File: src/rtl/program_loader.sv
// Boot loader: packs a length-prefixed byte stream into little-endian words for the program RAM.
// Optional trailing XOR checksum byte is enabled by defining LOADER_CHECKSUM_EN.
module program_loader #(
    parameter int unsigned           MEMORY_DEPTH = 32,
    parameter int unsigned           DATA_WIDTH   = 32,
    parameter logic [DATA_WIDTH-1:0] BASE_ADDRESS = DATA_WIDTH'(32'h40000)
) (
    input  logic                  clk,
    input  logic                  reset,
    input  logic                  Start,
    input  logic [7:0]            ByteData,
    input  logic                  ByteValid,
    output logic                  ByteReady,
    output logic                  WriteEnable,
    output logic [DATA_WIDTH-1:0] WriteAddress,
    output logic [DATA_WIDTH-1:0] WriteData,
    output logic                  Busy,
    output logic                  Done,
    output logic                  Error,
    output logic                  CpuHold
);

    localparam int unsigned LEN_W = 16;

    typedef enum logic [2:0] {
        S_IDLE,
        S_LEN_LO,
        S_LEN_HI,
        S_DATA,
`ifdef LOADER_CHECKSUM_EN
        S_CSUM,
`endif
        S_DONE,
        S_ERROR
    } state_t;

    state_t           state;
    logic [LEN_W-1:0] len;
    logic [LEN_W-1:0] idx;
    logic [1:0]       bcnt;
    logic [23:0]      wbuf;
`ifdef LOADER_CHECKSUM_EN
    logic [7:0]       csum;
`endif

    logic             accept;
    logic [LEN_W-1:0] len_full;
    logic [LEN_W-1:0] idx_inc;

    assign accept   = ByteValid && ByteReady;
    assign len_full = {ByteData, len[7:0]};
    assign idx_inc  = LEN_W'(idx + LEN_W'(1));

    always_ff @(posedge clk or negedge reset) begin
        if (!reset) begin
            state        <= S_IDLE;
            len          <= '0;
            idx          <= '0;
            bcnt         <= '0;
            wbuf         <= '0;
`ifdef LOADER_CHECKSUM_EN
            csum         <= '0;
`endif
            ByteReady    <= 1'b0;
            WriteEnable  <= 1'b0;
            WriteAddress <= BASE_ADDRESS;
            WriteData    <= '0;
            Busy         <= 1'b0;
            Done         <= 1'b0;
            Error        <= 1'b0;
            CpuHold      <= 1'b1;
        end else begin
            WriteEnable <= 1'b0;
            case (state)
                // Start is honoured only while no load is in progress
                S_IDLE, S_DONE, S_ERROR: begin
                    if (Start) begin
                        state     <= S_LEN_LO;
                        idx       <= '0;
                        bcnt      <= '0;
`ifdef LOADER_CHECKSUM_EN
                        csum      <= '0;
`endif
                        ByteReady <= 1'b1;
                        Busy      <= 1'b1;
                        Done      <= 1'b0;
                        Error     <= 1'b0;
                        CpuHold   <= 1'b1;
                    end
                end
                S_LEN_LO: begin
                    if (accept) begin
                        len[7:0] <= ByteData;
                        state    <= S_LEN_HI;
                    end
                end
                S_LEN_HI: begin
                    if (accept) begin
                        len[15:8] <= ByteData;
                        if (len_full == '0) begin
                            state     <= S_DONE;
                            ByteReady <= 1'b0;
                            Busy      <= 1'b0;
                            Done      <= 1'b1;
                            CpuHold   <= 1'b0;
                        end else if (len_full > LEN_W'(MEMORY_DEPTH)) begin
                            state     <= S_ERROR;
                            ByteReady <= 1'b0;
                            Busy      <= 1'b0;
                            Error     <= 1'b1;
                        end else begin
                            state <= S_DATA;
                        end
                    end
                end
                // Bytes shift in from the top so the 4th byte lands in bits [31:24]
                S_DATA: begin
                    if (accept) begin
                        bcnt <= 2'(bcnt + 2'd1);
`ifdef LOADER_CHECKSUM_EN
                        csum <= csum ^ ByteData;
`endif
                        if (bcnt == 2'd3) begin
                            WriteData    <= DATA_WIDTH'({ByteData, wbuf});
                            WriteAddress <= DATA_WIDTH'(BASE_ADDRESS + DATA_WIDTH'({idx, 2'b00}));
                            WriteEnable  <= 1'b1;
                            idx          <= idx_inc;
                            if (idx_inc == len) begin
`ifdef LOADER_CHECKSUM_EN
                                state <= S_CSUM;
`else
                                state     <= S_DONE;
                                ByteReady <= 1'b0;
                                Busy      <= 1'b0;
                                Done      <= 1'b1;
                                CpuHold   <= 1'b0;
`endif
                            end
                        end else begin
                            wbuf <= {ByteData, wbuf[23:8]};
                        end
                    end
                end
`ifdef LOADER_CHECKSUM_EN
                S_CSUM: begin
                    if (accept) begin
                        ByteReady <= 1'b0;
                        Busy      <= 1'b0;
                        if (ByteData == csum) begin
                            state   <= S_DONE;
                            Done    <= 1'b1;
                            CpuHold <= 1'b0;
                        end else begin
                            state <= S_ERROR;
                            Error <= 1'b1;
                        end
                    end
                end
`endif
                default: state <= S_IDLE;
            endcase
        end
    end

endmodule

File: config.mk
export PLATFORM = sky130hd
export DESIGN_NAME = program_loader
export DESIGN_NICKNAME = d
export VERILOG_FILES = /design/src/rtl/program_loader.sv
export SDC_FILE = /design/constraint.sdc
export NUM_CORES = 1
export LEC_CHECK = 0
export ABC_CLOCK_PERIOD_IN_PS = 7250
export CAP_MARGIN = 20
export CORE_MARGIN = 2
export CORE_UTILIZATION = 36
export CTS_CLUSTER_SIZE = 20
export DETAILED_ROUTE_END_ITERATION = 8
export DONT_BUFFER_PORTS = 1
export PLACE_DENSITY = 0.59
export SLEW_MARGIN = 20
export SYNTH_ARGS = -nofsm -noshare
export SYNTH_HDL_FRONTEND = slang
export SYNTH_SLANG_ARGS = --single-unit
File: constraint.sdc
create_clock -name clk -period 7.25 [get_ports clk]
set_clock_uncertainty 0.05 [all_clocks]
set_input_delay 1.45 -clock clk [delete_from_list [all_inputs] [get_ports clk]]
set_output_delay 1.45 -clock clk [all_outputs]
set_load 0.02 [all_outputs]
==> results.md, run 1 <==
* Synth Area in XOR/XNOR at ~2.8%
* Die Span Y at around 130 um
* Layout cells sized above 1 at between 10% and 20%
* Worst ir drop on vdd at ~0.00017 V
* Measured slew at the worst slew-check pin at around 950 ps
* Pwr/cell area at 252 nW/um^2
* Cts hold-fix bufs at 0
* Fill cells at approximately 1400
* Largest family of logic cells by synthesized area: simple AND/OR/NAND/NOR gates
* CP Capture Type: flop
* First-pass DRT Iterations at 4
* Post-Syn Area at 5370 sq um
* Crit path arrival time at about 3500 ps
* Lkg Pwr at 0.00293 uW
* Fmax at ~310 MHz
* Via-to-Cell Ratio at 5.19
* Synth Flop Type: dfrtp_1
* CTS tree: done
* Initial antenna violation count at 0
* Synthesis Warnings at 0
* RSZ-0062 raised after global routing: false
* Layout Utilization at between 40% and 50%
* Final Hold Viols at 0
* Worst-Skew Late Latency at approximately 400 ps
* Die width at 126 um
* Number of antenna-violating nets in the routed design at 0
* Final wirelength at 12.1 mm
* Slew Viols, Final at 0
* Post-synthesis adder-cell area fraction at less than 1%
* Syn Area/Cell at 9.66 sq um
* Starting Density at between 30% and 40%
* Startpoint Class: input port
* DR WL/cell at 16.3 um
* # DRC at 0
* DP Worst Slack at between 3000 and 4000 ps
* Tot GR Track Use at 16.0%
* Root buf cell: clkbuf_16
* Simple-gate area share of the yosys netlist at a little over a fifth
* Post CTS Setup Buffer Count at 0
* Clk sinks at roughly 110
* Core box area at between 10000 and 15000 sq um
* Vias at around 3800
* Post-route minimum period at roughly 3200 ps
* Worst-path fanout max at 73
* Crit path kind: input port to flop
* Final setup fails at 0
* Sequential element share of the synthesized area at around 53%
* Vias in the first global route at a little under 4000
* Clock transition at path regs at about 50 ps
* Post-route setup slack at roughly 4100 ps
* Slew HR at a little over a third
* Number of antenna diodes at 0
* Total grt overflow at 0
* Largest net degree at the start of global routing at between 100 and 150
* Post-synthesis mux area share at 7.94%
* EDFF count, synth at 0
* P&R area growth vs syn at 12.6%
* Die Area at ~16000 sq um
* Worst Hold Slack at around 420 ps
* CTS resizes at 0
* Port Buffer Count at 0
* First-pass GRT wire length at approximately 20 mm
* Yosys reg bits at between 100 and 150
* Required @ worst endpoint at between 7000 and 8000 ps
* TritonCTS Buffers at 17
* RD Place Congestion at between 0.8 and 0.9
* Site Rows at between 40 and 50
* Iter 0 DRT Violations at about 250
* Synth Area in Compound Gates at 8.92%
* Setup TNS at 0 ps
* Hold Crit Class: flop to flop
* Status: finished, final reports clean
* Post-DP HPWL at roughly 8.0 mm
* Max Root-Sink Buffers at 2
* Async SR Flop Fraction at 100%
* Io pins at 82
* H-tree depth at 4
* Tcrit/Tclk final at 44.0%
* Design Power at between 1500 and 2000 uW
* # nets final at about 560
* Max cap viols at 0
* Synth cell types at 59
* Cells after synthesis at roughly 560
## through the flow
| step | instance area, sq um | std cells |
|---|---|---|
| floorplan | 5420 | 570 |
| CTS | 6050 | 741 |
| global placement | 5420 | 709 |
| global route | 6050 | 741 |
| detailed placement | 5420 | 709 |
| finish | 6050 | 741 |
## layout make-up
type | instances | area, sq um | share of cell area [%]
sequential | 114 | 2850 | 47.2
tap | 184 | 230 | 3.80
clock buffer | 19 | 443 | 7.32
clock inverter | 13 | 184 | 3.04
multi-input combinational | 399 | 2280 | 37.7
inverter | 8 | 30.0 | 0.496
timing repair buffer | 4 | 30.0 | 0.496
## cells in the mapped netlist, types with 2 or more instances
cell type / count / area [sq um]
conb_1: 2 / 7.51
a211o_1: 2 / 17.5
inv_1: 8 / 30.0
nor3_1: 10 / 50.1
mux2_2: 28 / 315
nand2_1: 178 / 668
xnor2_1: 12 / 105
o21ai_1: 3 / 15.0
xor2_1: 5 / 43.8
o311a_1: 2 / 20.0
nand4_1: 5 / 31.3
or2_2: 2 / 12.5
dfrtp_1: 113 / 2830
nor4_1: 7 / 43.8
buf_4: 19 / 143
a31oi_1: 2 / 12.5
nor2_1: 18 / 67.6
o21ai_0: 28 / 140
clkbuf_1: 21 / 78.8
and2_1: 2 / 12.5
o41ai_1: 3 / 26.3
buf_2: 6 / 30.0
mux2_1: 9 / 101
a21oi_1: 9 / 45.0
and4_1: 3 / 26.3
and3_1: 3 / 18.8
buf_1: 2 / 7.51
o31ai_1: 9 / 67.6
ha_1: 2 / 25.0
nand3_1: 11 / 55.1
or3_1: 2 / 12.5
nand4_2: 2 / 25.0
nor2b_1: 2 / 12.5
## power breakdown
part,internal [uW],switching [uW]
Clock,583,298
Sequential,637,0
Combinational,0.354,7.39
## cell families after synthesis
group                    after synthesis
XOR/XNOR                              17
AND/OR/NAND/NOR                      255
AO/OA/AOI/OAI                         71
buffers and inverters                 57
other                                  2
multiplexers                          38
flip-flops                           114
adder cells (fa/ha/maj)                2
## per-layer routing
metal | share of wire (%) | GRT usage (%)
met5 | 0 | 0
met4 | 1.8 | 6.98
met3 | 6.7 | 6.29
met2 | 48 | 26.0
met1 | 43 | 18.8
## layout by cell type (no fill, tap or decap), drive strengths merged, types with 3 or more instances in the layout
cell type / synthesis / routed
nand2: 178 / 178
dfrtp: 113 / 113
mux2: 37 / 37
o21ai: 31 / 31
clkbuf: 21 / 19
nor2: 18 / 18
conb: 2 / 16
xnor2: 12 / 12
nand3: 12 / 12
nor3: 10 / 10
a21oi: 9 / 9
o31ai: 9 / 9
inv: 8 / 9
nor4: 8 / 8
nand4: 7 / 7
clkinvlp: 0 / 6
xor2: 5 / 5
bufinv: 0 / 4
buf: 28 / 4
o41ai: 4 / 4
and3: 3 / 3
and4: 3 / 3
or3: 3 / 3
## registers in the layout, indices dropped and copies added, names as in the netlist, 2 cells and up
signal / flops
bcnt: 2
wbuf: 24
idx: 16
state: 3
WriteAddress: 16
WriteData: 32
len: 16
## worst paths after layout
path	startpoint	to	slack [ps]	cells after the start
min in group asynchronous	reset	WriteData[25]$_DFFE_PN0P_	680	0
max in group asynchronous	reset	CpuHold$_DFFE_PN1P_	6290	0
setup reg to reg	idx[0]$_DFFE_PN0P_	Done$_DFFE_PN0P_	4170	7
hold / removal	wbuf[0]$_DFFE_PN0P_	WriteData[0]$_DFFE_PN0P_	420	2
hold reg to reg	wbuf[0]$_DFFE_PN0P_	WriteData[0]$_DFFE_PN0P_	420	2
setup / recovery	ByteValid	idx[4]$_DFFE_PN0P_	4060	7
## critical path, stage by stage
cell	delay, ps
and3_1	170
nand3_2	70
buf_4	580
inv_2	590
nor2_1	330
a21oi_1	60
o21ai_0	200
(Power assumes the default switching activity.)
==> inputs of run 2 (changes only) <==
--- a/config.mk
+++ b/config.mk
@@ -5,14 +5,14 @@
 export SDC_FILE = /design/constraint.sdc
 export NUM_CORES = 1
 export LEC_CHECK = 0
-export ABC_CLOCK_PERIOD_IN_PS = 7250
+export ABC_CLOCK_PERIOD_IN_PS = 2750
 export CAP_MARGIN = 20
 export CORE_MARGIN = 2
 export CORE_UTILIZATION = 36
 export CTS_CLUSTER_SIZE = 20
 export DETAILED_ROUTE_END_ITERATION = 8
 export DONT_BUFFER_PORTS = 1
-export PLACE_DENSITY = 0.59
+export PLACE_DENSITY = 0.61
 export SLEW_MARGIN = 20
 export SYNTH_ARGS = -nofsm -noshare
 export SYNTH_HDL_FRONTEND = slang
==> constraint.sdc (replaced) <==
create_clock -name clk -period 2.75 [get_ports clk]
set_clock_uncertainty 0.05 [all_clocks]
set_input_delay 0.55 -clock clk [delete_from_list [all_inputs] [get_ports clk]]
set_output_delay 0.55 -clock clk [all_outputs]
set_load 0.02 [all_outputs]
==> results.md, run 2 (synthesis gave the netlist of run 1 again) <==
* Status: finished with violations
* Failing checks: hold timing
* Required @ worst endpoint at 3050 ps (-4470 ps)
* DR WL/cell at 16.8 um (+2.7%)
* Post-route setup slack at 118 ps (-3940 ps)
* Initial antenna violation count at 0 (unchanged)
* Largest register by flop count: WriteData
* Final setup fails at 0 (unchanged)
* Multi-input gate area at 2300 sq um (+0.82%)
* Post-route minimum period at 2630 ps
* Max Root-Sink Buffers at 2 (unchanged)
* Area post-placement at 5500 sq um (+1.4%)
* Clk sinks at 114 (unchanged)
* Fill cells at 1393 (-1.9%)
* CTS tree: done
* # nets final at 568 (+1.8%)
* Cells on worst reg2reg path at 6 (-1)
* Post CTS Setup Buffer Count at 0 (unchanged)
* Die width at 126 um (unchanged)
* Reg2reg end: state[2]$_DFFE_PN0P_
* RD Place Congestion at 0.829 (-0.18%)
* Via-to-Cell Ratio at 5.15 (-0.92%)
* P&R area growth vs syn at 13.9%
* Total grt overflow at 0 (unchanged)
* Starting Density at 37.0% (unchanged)
* Vias in the first global route at 3928 (+0.92%)
* Final std cells w/o fill at 751 (+1.3%)
* RSZ-0062 raised after global routing: true
* Tot GR Track Use at 16.7% (+0.69 points)
* Most common cell after layout, fill and taps aside: nand2_1
* R2r setup slk at 120 ps (-4050 ps)
* Vias at 3864 (+0.42%)
* Core box area at 14500 sq um (unchanged)
* Post-DP HPWL at 8.64 mm (+8.3%)
* Final Hold Viols at 114 (+114)
* Startpoint Class: flop
* Port Buffer Count at 0 (unchanged)
* CP Capture Type: flop
* R2r startpoint: idx[3]$_DFFE_PN0P_
* Die Area at 15900 sq um (unchanged)
* Max reg flops at 32 (unchanged)
* Crit path kind: flop to flop
* Tcrit/Tclk final at between 90% and 100%
* Worst-path fanout max at 10 (-86%)
* Site Rows at 44 (unchanged)
* Worst ir drop on vdd at 0.000425 V (+150%)
* Hold Crit Class: input port to asynchronous set/reset pin
* Number of antenna diodes at 0 (unchanged)
* Final wirelength at 12.6 mm (+4.1%)
* First-pass DRT Iterations at 4 (unchanged)
* First-pass GRT wire length at 20.9 mm (+3.5%)
* H-tree depth at 4 (unchanged)
* TritonCTS Buffers at 17 (unchanged)
* Sequential standard cell area at 2850 sq um (unchanged)
* DP Worst Slack at 73.7 ps (-3550 ps)
* Crit path arrival time at 2930 ps (-540 ps)
* Root buf cell: clkbuf_16
* Slew Viols, Final at 0 (unchanged)
* Io pins at 82 (unchanged)
* Worst-Skew Late Latency at 410 ps (about the same)
* Clock transition at path regs at 60 ps (about the same)
* Number of antenna-violating nets in the routed design at 0 (unchanged)
* # DRC at 0 (unchanged)
* Pwr/cell area at 640 nW/um^2 (+150%)
* Iter 0 DRT Violations at 255 (+2.4%)
* Worst Hold Slack at -214 ps (-635 ps)
* Fmax at about 380 MHz
* Lkg Pwr at 0.00299 uW (+1.9%)
* Largest registers: WriteData (32), wbuf (24)
* Max cap viols at 0 (unchanged)
* Fin area at 6120 sq um (+1.1%)
* Cell Count Post-Placement at 719 (+1.4%)
* Layout cells sized above 1 at 16.0% (+2.0 points)
* Die Span Y at 126 um (unchanged)
* Commonest non-fill, non-tap cells in the layout: nand2_1 (178), dfrtp_1 (113), o21ai_0 (28), mux2_2 (28), nor2_1 (18)
* Largest net degree at the start of global routing at 115 (unchanged)
## run 2: area by class of cell
cell class / instances / share of cell area, %
inverters: 8 / 0.491
flip-flops and latches: 114 / 46.7
well taps: 184 / 3.76
repair buffers: 14 / 1.72
clock buffers: 17 / 6.96
clock inverters: 15 / 2.82
multi-input cells: 399 / 37.6
## run 2: through the flow
| stage | hold WS [ps] | setup TNS, ps | power [uW] | util (%) |
|---|---|---|---|---|
| 2_1_floorplan | 204 | 0 | 1750 | - |
| 6_report | -214 | 0 | 3910 | 42.1 |
| 3_5_place_dp | 207 | 0 | 1730 | 37.8 |
| 3_3_place_gp | 209 | 0 | 1730 | 37.8 |
| 5_1_grt | -238 | -15.4 | 4040 | 42.1 |
| 4_1_cts | -237 | 0 | 3970 | 42.0 |
## run 2: routing by layer
layer	up-vias	share of wire [%]	global-route usage, %
li1	1851	-	-
met1	1893	45	21.2
met2	106	48	26.9
met3	14	5.1	5.35
met4	0	1.5	6.08
met5	-	0	0
## run 2: timing repair
| action | 4_1_cts | 5_1_grt |
|---|---|---|
| endpoints found under the setup margin | 0 | 6 |
| endpoints found under the hold margin | 114 | 114 |
| gates resized for setup | 0 | 3 |
## run 2: worst max-delay path, cell delays in order (launching register included)
cell	delay, ps
dfrtp_1	510
nand4_1	400
or4_4	670
nand3b_2	100
o221ai_2	130
o41ai_4	480
a22o_1	210
## run 2: how the worst max path moves through the flow
stage                                   from                    to  slack [ps]  depth (start not counted)
after global placement    idx[1]$_DFFE_PN0P_  state[2]$_DFFE_PN0P_         170                          8
final                     idx[3]$_DFFE_PN0P_  state[2]$_DFFE_PN0P_         120                          6
after floorplan           idx[1]$_DFFE_PN0P_  state[2]$_DFFE_PN0P_         370                          7
after detailed placement  idx[1]$_DFFE_PN0P_  state[2]$_DFFE_PN0P_          70                          7
after global routing      idx[3]$_DFFE_PN0P_  state[2]$_DFFE_PN0P_         -20                          6
after CTS                 idx[1]$_DFFE_PN0P_  state[2]$_DFFE_PN0P_          60                          7
## run 2: where the power goes
group	internal (uW)	switching [uW]
logic	0.932	19.5
clock network	1360	853
registers	1680	0
==> inputs of run 3 (changes only) <==
--- a/config.mk
+++ b/config.mk
@@ -8,11 +8,12 @@
 export ABC_CLOCK_PERIOD_IN_PS = 2750
 export CAP_MARGIN = 20
 export CORE_MARGIN = 2
-export CORE_UTILIZATION = 36
+export CORE_UTILIZATION = 45
 export CTS_CLUSTER_SIZE = 20
 export DETAILED_ROUTE_END_ITERATION = 8
 export DONT_BUFFER_PORTS = 1
-export PLACE_DENSITY = 0.61
+export GPL_ROUTABILITY_DRIVEN = 1
+export PLACE_DENSITY = 0.71
 export SLEW_MARGIN = 20
 export SYNTH_ARGS = -nofsm -noshare
 export SYNTH_HDL_FRONTEND = slang
==> results.md, run 3 (synthesis gave the netlist of run 1 again) <==
* Hold Crit Class: input port to asynchronous set/reset pin
* Max reg flops at 32 (unchanged)
* Port Buffer Count at 0 (unchanged)
* Lkg Pwr at 0.00295 uW (-1.4%)
* P&R area growth vs syn at 12.4%
* Worst ir drop on vdd at 0.000379 V (-11%)
* Die Area at 12800 sq um (-19%)
* Internal power at 3060 uW (+0.81%)
* Crit path kind: flop to flop
* Starting Density at 46.6% (+9.7 points)
* Combinational share of power at 0.5% (about the same)
* TritonCTS Buffers at 17 (unchanged)
* Setup TNS at 0 ps (unchanged)
* # DRC at 5 (+5)
* Vias in the first global route at 3777 (-3.8%)
* Number of antenna diodes at 0 (unchanged)
* Share of power burned in registers at 43.4% (+0.5 points)
* Most common cell after layout, fill and taps aside: nand2_1
* Slew Viols, Final at 0 (unchanged)
* Io pins at 82 (unchanged)
* First-pass DRT Iterations at 6 (+2)
* RSZ-0062 raised after global routing: false
* Die width at 113 um (-10%)
* Iter 0 DRT Violations at 217 (-15%)
* Initial antenna violation count at 0 (unchanged)
* Vias at 3920 (+1.4%)
* Cell Count Post-Placement at 676 (-6.0%)
* Max Root-Sink Buffers at 2 (unchanged)
* Via-to-Cell Ratio at 5.54 (+7.6%)
* Required @ worst endpoint at 3050 ps (about the same)
* Failing checks: DRC, hold timing
* Final setup fails at 0 (unchanged)
* Final wirelength at 12.1 mm (-4.4%)
* Core box area at 11500 sq um (-21%)
* Final std cells w/o fill at 708 (-5.7%)
* Number of antenna-violating nets in the routed design at 0 (unchanged)
* Worst-Skew Late Latency at 410 ps (about the same)
* Startpoint Class: flop
* Largest registers: WriteData (32), wbuf (24)
* H-tree depth at 4 (unchanged)
* Clock Power Share at 56.0% (-0.6 points)
* CTS tree: done
* Pwr/cell area at 640 nW/um^2 (+0.11%)
* Post-route minimum period at 2620 ps (-9.84 ps)
* Post-DP HPWL at 8.20 mm (-5.1%)
* RD Place Congestion at 0.891 (+7.4%)
* Largest register by flop count: WriteData
* Commonest non-fill, non-tap cells in the layout: nand2_1 (178), dfrtp_1 (113), o21ai_0 (28), mux2_2 (28), nor2_1 (18)
* Crit path arrival time at 2920 ps (about the same)
* CP Capture Type: flop
* Worst-path fanout max at 7 (-3)
* DR WL/cell at 17.0 um (+1.4%)
* Tot GR Track Use at 19.9% (+3.2 points)
* Largest net degree at the start of global routing at 115 (unchanged)
* # nets final at 566 (-0.35%)
* Status: finished with violations
* Total grt overflow at 0 (unchanged)
* Worst Hold Slack at -214 ps (-0.134 ps)
* Max cap viols at 0 (unchanged)
* Site Rows at 39 (-11%)
* Clk sinks at 114 (unchanged)
* Clock transition at path regs at 60 ps (about the same)
* Sw frac at 20.7% (-1.6 points)
* Root buf cell: clkbuf_16
* Tcrit/Tclk final at 95.4% (-0.36 points)
* Die Span Y at 113 um (-10%)
* Fill cells at 1002 (-28%)
* First-pass GRT wire length at 19.9 mm (-4.5%)
* Final Hold Viols at 114 (unchanged)
* Switch Pwr at 802 uW (-8.1%)
* Layout cells sized above 1 at 15.4% (-0.65 points)
* Fmax at 381 MHz (+0.38%)
[run 3: power groups by stage]
stage               sequential (uW)  combinational, uW  clock, uW
floorplan                      1710               37.5          0
global placement               1710               20.1          0
detailed placement             1710               20.1          0
CTS                            1680               20.1       2190
global route                   1680               22.0       2280
finish                         1680               20.6       2170
[run 3: cell type report]
| cell class | count | area, sq um | share of cell area, % |
|---|---|---|---|
| inverter | 8 | 30.0 | 0.497 |
| sequential | 114 | 2850 | 47.3 |
| clock inverter | 11 | 129 | 2.13 |
| tap | 143 | 179 | 2.96 |
| multi-input combinational | 399 | 2290 | 38.0 |
| timing repair buffer | 12 | 90.1 | 1.49 |
| clock buffer | 21 | 460 | 7.63 |
[run 3: worst paths after layout]
check | startpoint | endpoint | slack (ps) | cells past startpoint
max | idx[1]$_DFFE_PN0P_ | state[2]$_DFFE_PN0P_ | 130 | 7
max reg2reg | idx[1]$_DFFE_PN0P_ | state[2]$_DFFE_PN0P_ | 130 | 7
min reg2reg | wbuf[0]$_DFFE_PN0P_ | WriteData[0]$_DFFE_PN0P_ | 420 | 2
min in group clk | ByteData[0] | WriteData[24]$_DFFE_PN0P_ | 200 | 2
max in group asynchronous | reset | CpuHold$_DFFE_PN1P_ | 2670 | 0
min | reset | idx[2]$_DFFE_PN0P_ | -210 | 0
[run 3: metrics by stage]
stage | hold slack, ps | util (%) | setup WS [ps] | power (uW) | cell area (sq um)
finish | -214 | 52.4 | 128 | 3870 | 6040
global route | -227 | 52.4 | 17.9 | 3980 | 6040
global placement | 207 | 47.2 | 207 | 1730 | 5430
floorplan | 204 | - | 372 | 1750 | 5420
detailed placement | 207 | 47.2 | 71.6 | 1730 | 5430
CTS | -230 | 52.3 | 42.8 | 3890 | 6020
[run 3: what timing repair did]
item,4_1_cts,5_1_grt
endpoints found under the hold margin,114,114
setup buffers,0,0
endpoints found under the setup margin,0,6
resized for setup,0,3
[run 3: worst max-delay path, stage by stage, from the launching register on]
cell	delay, ps
dfrtp_1	440
ha_2	300
nand3_2	130
or3_4	450
o31ai_1	320
o221ai_2	190
o41ai_4	470
a22o_1	210
[run 3: per-layer routing]
layer  share of wire (%)  wire length (um)  GRT usage, %
met1                  44              5250          25.6
met2                  47              5710          31.2
met3                 6.4               767          6.21
met4                 2.7               329          8.46
met5                   0                 0             0
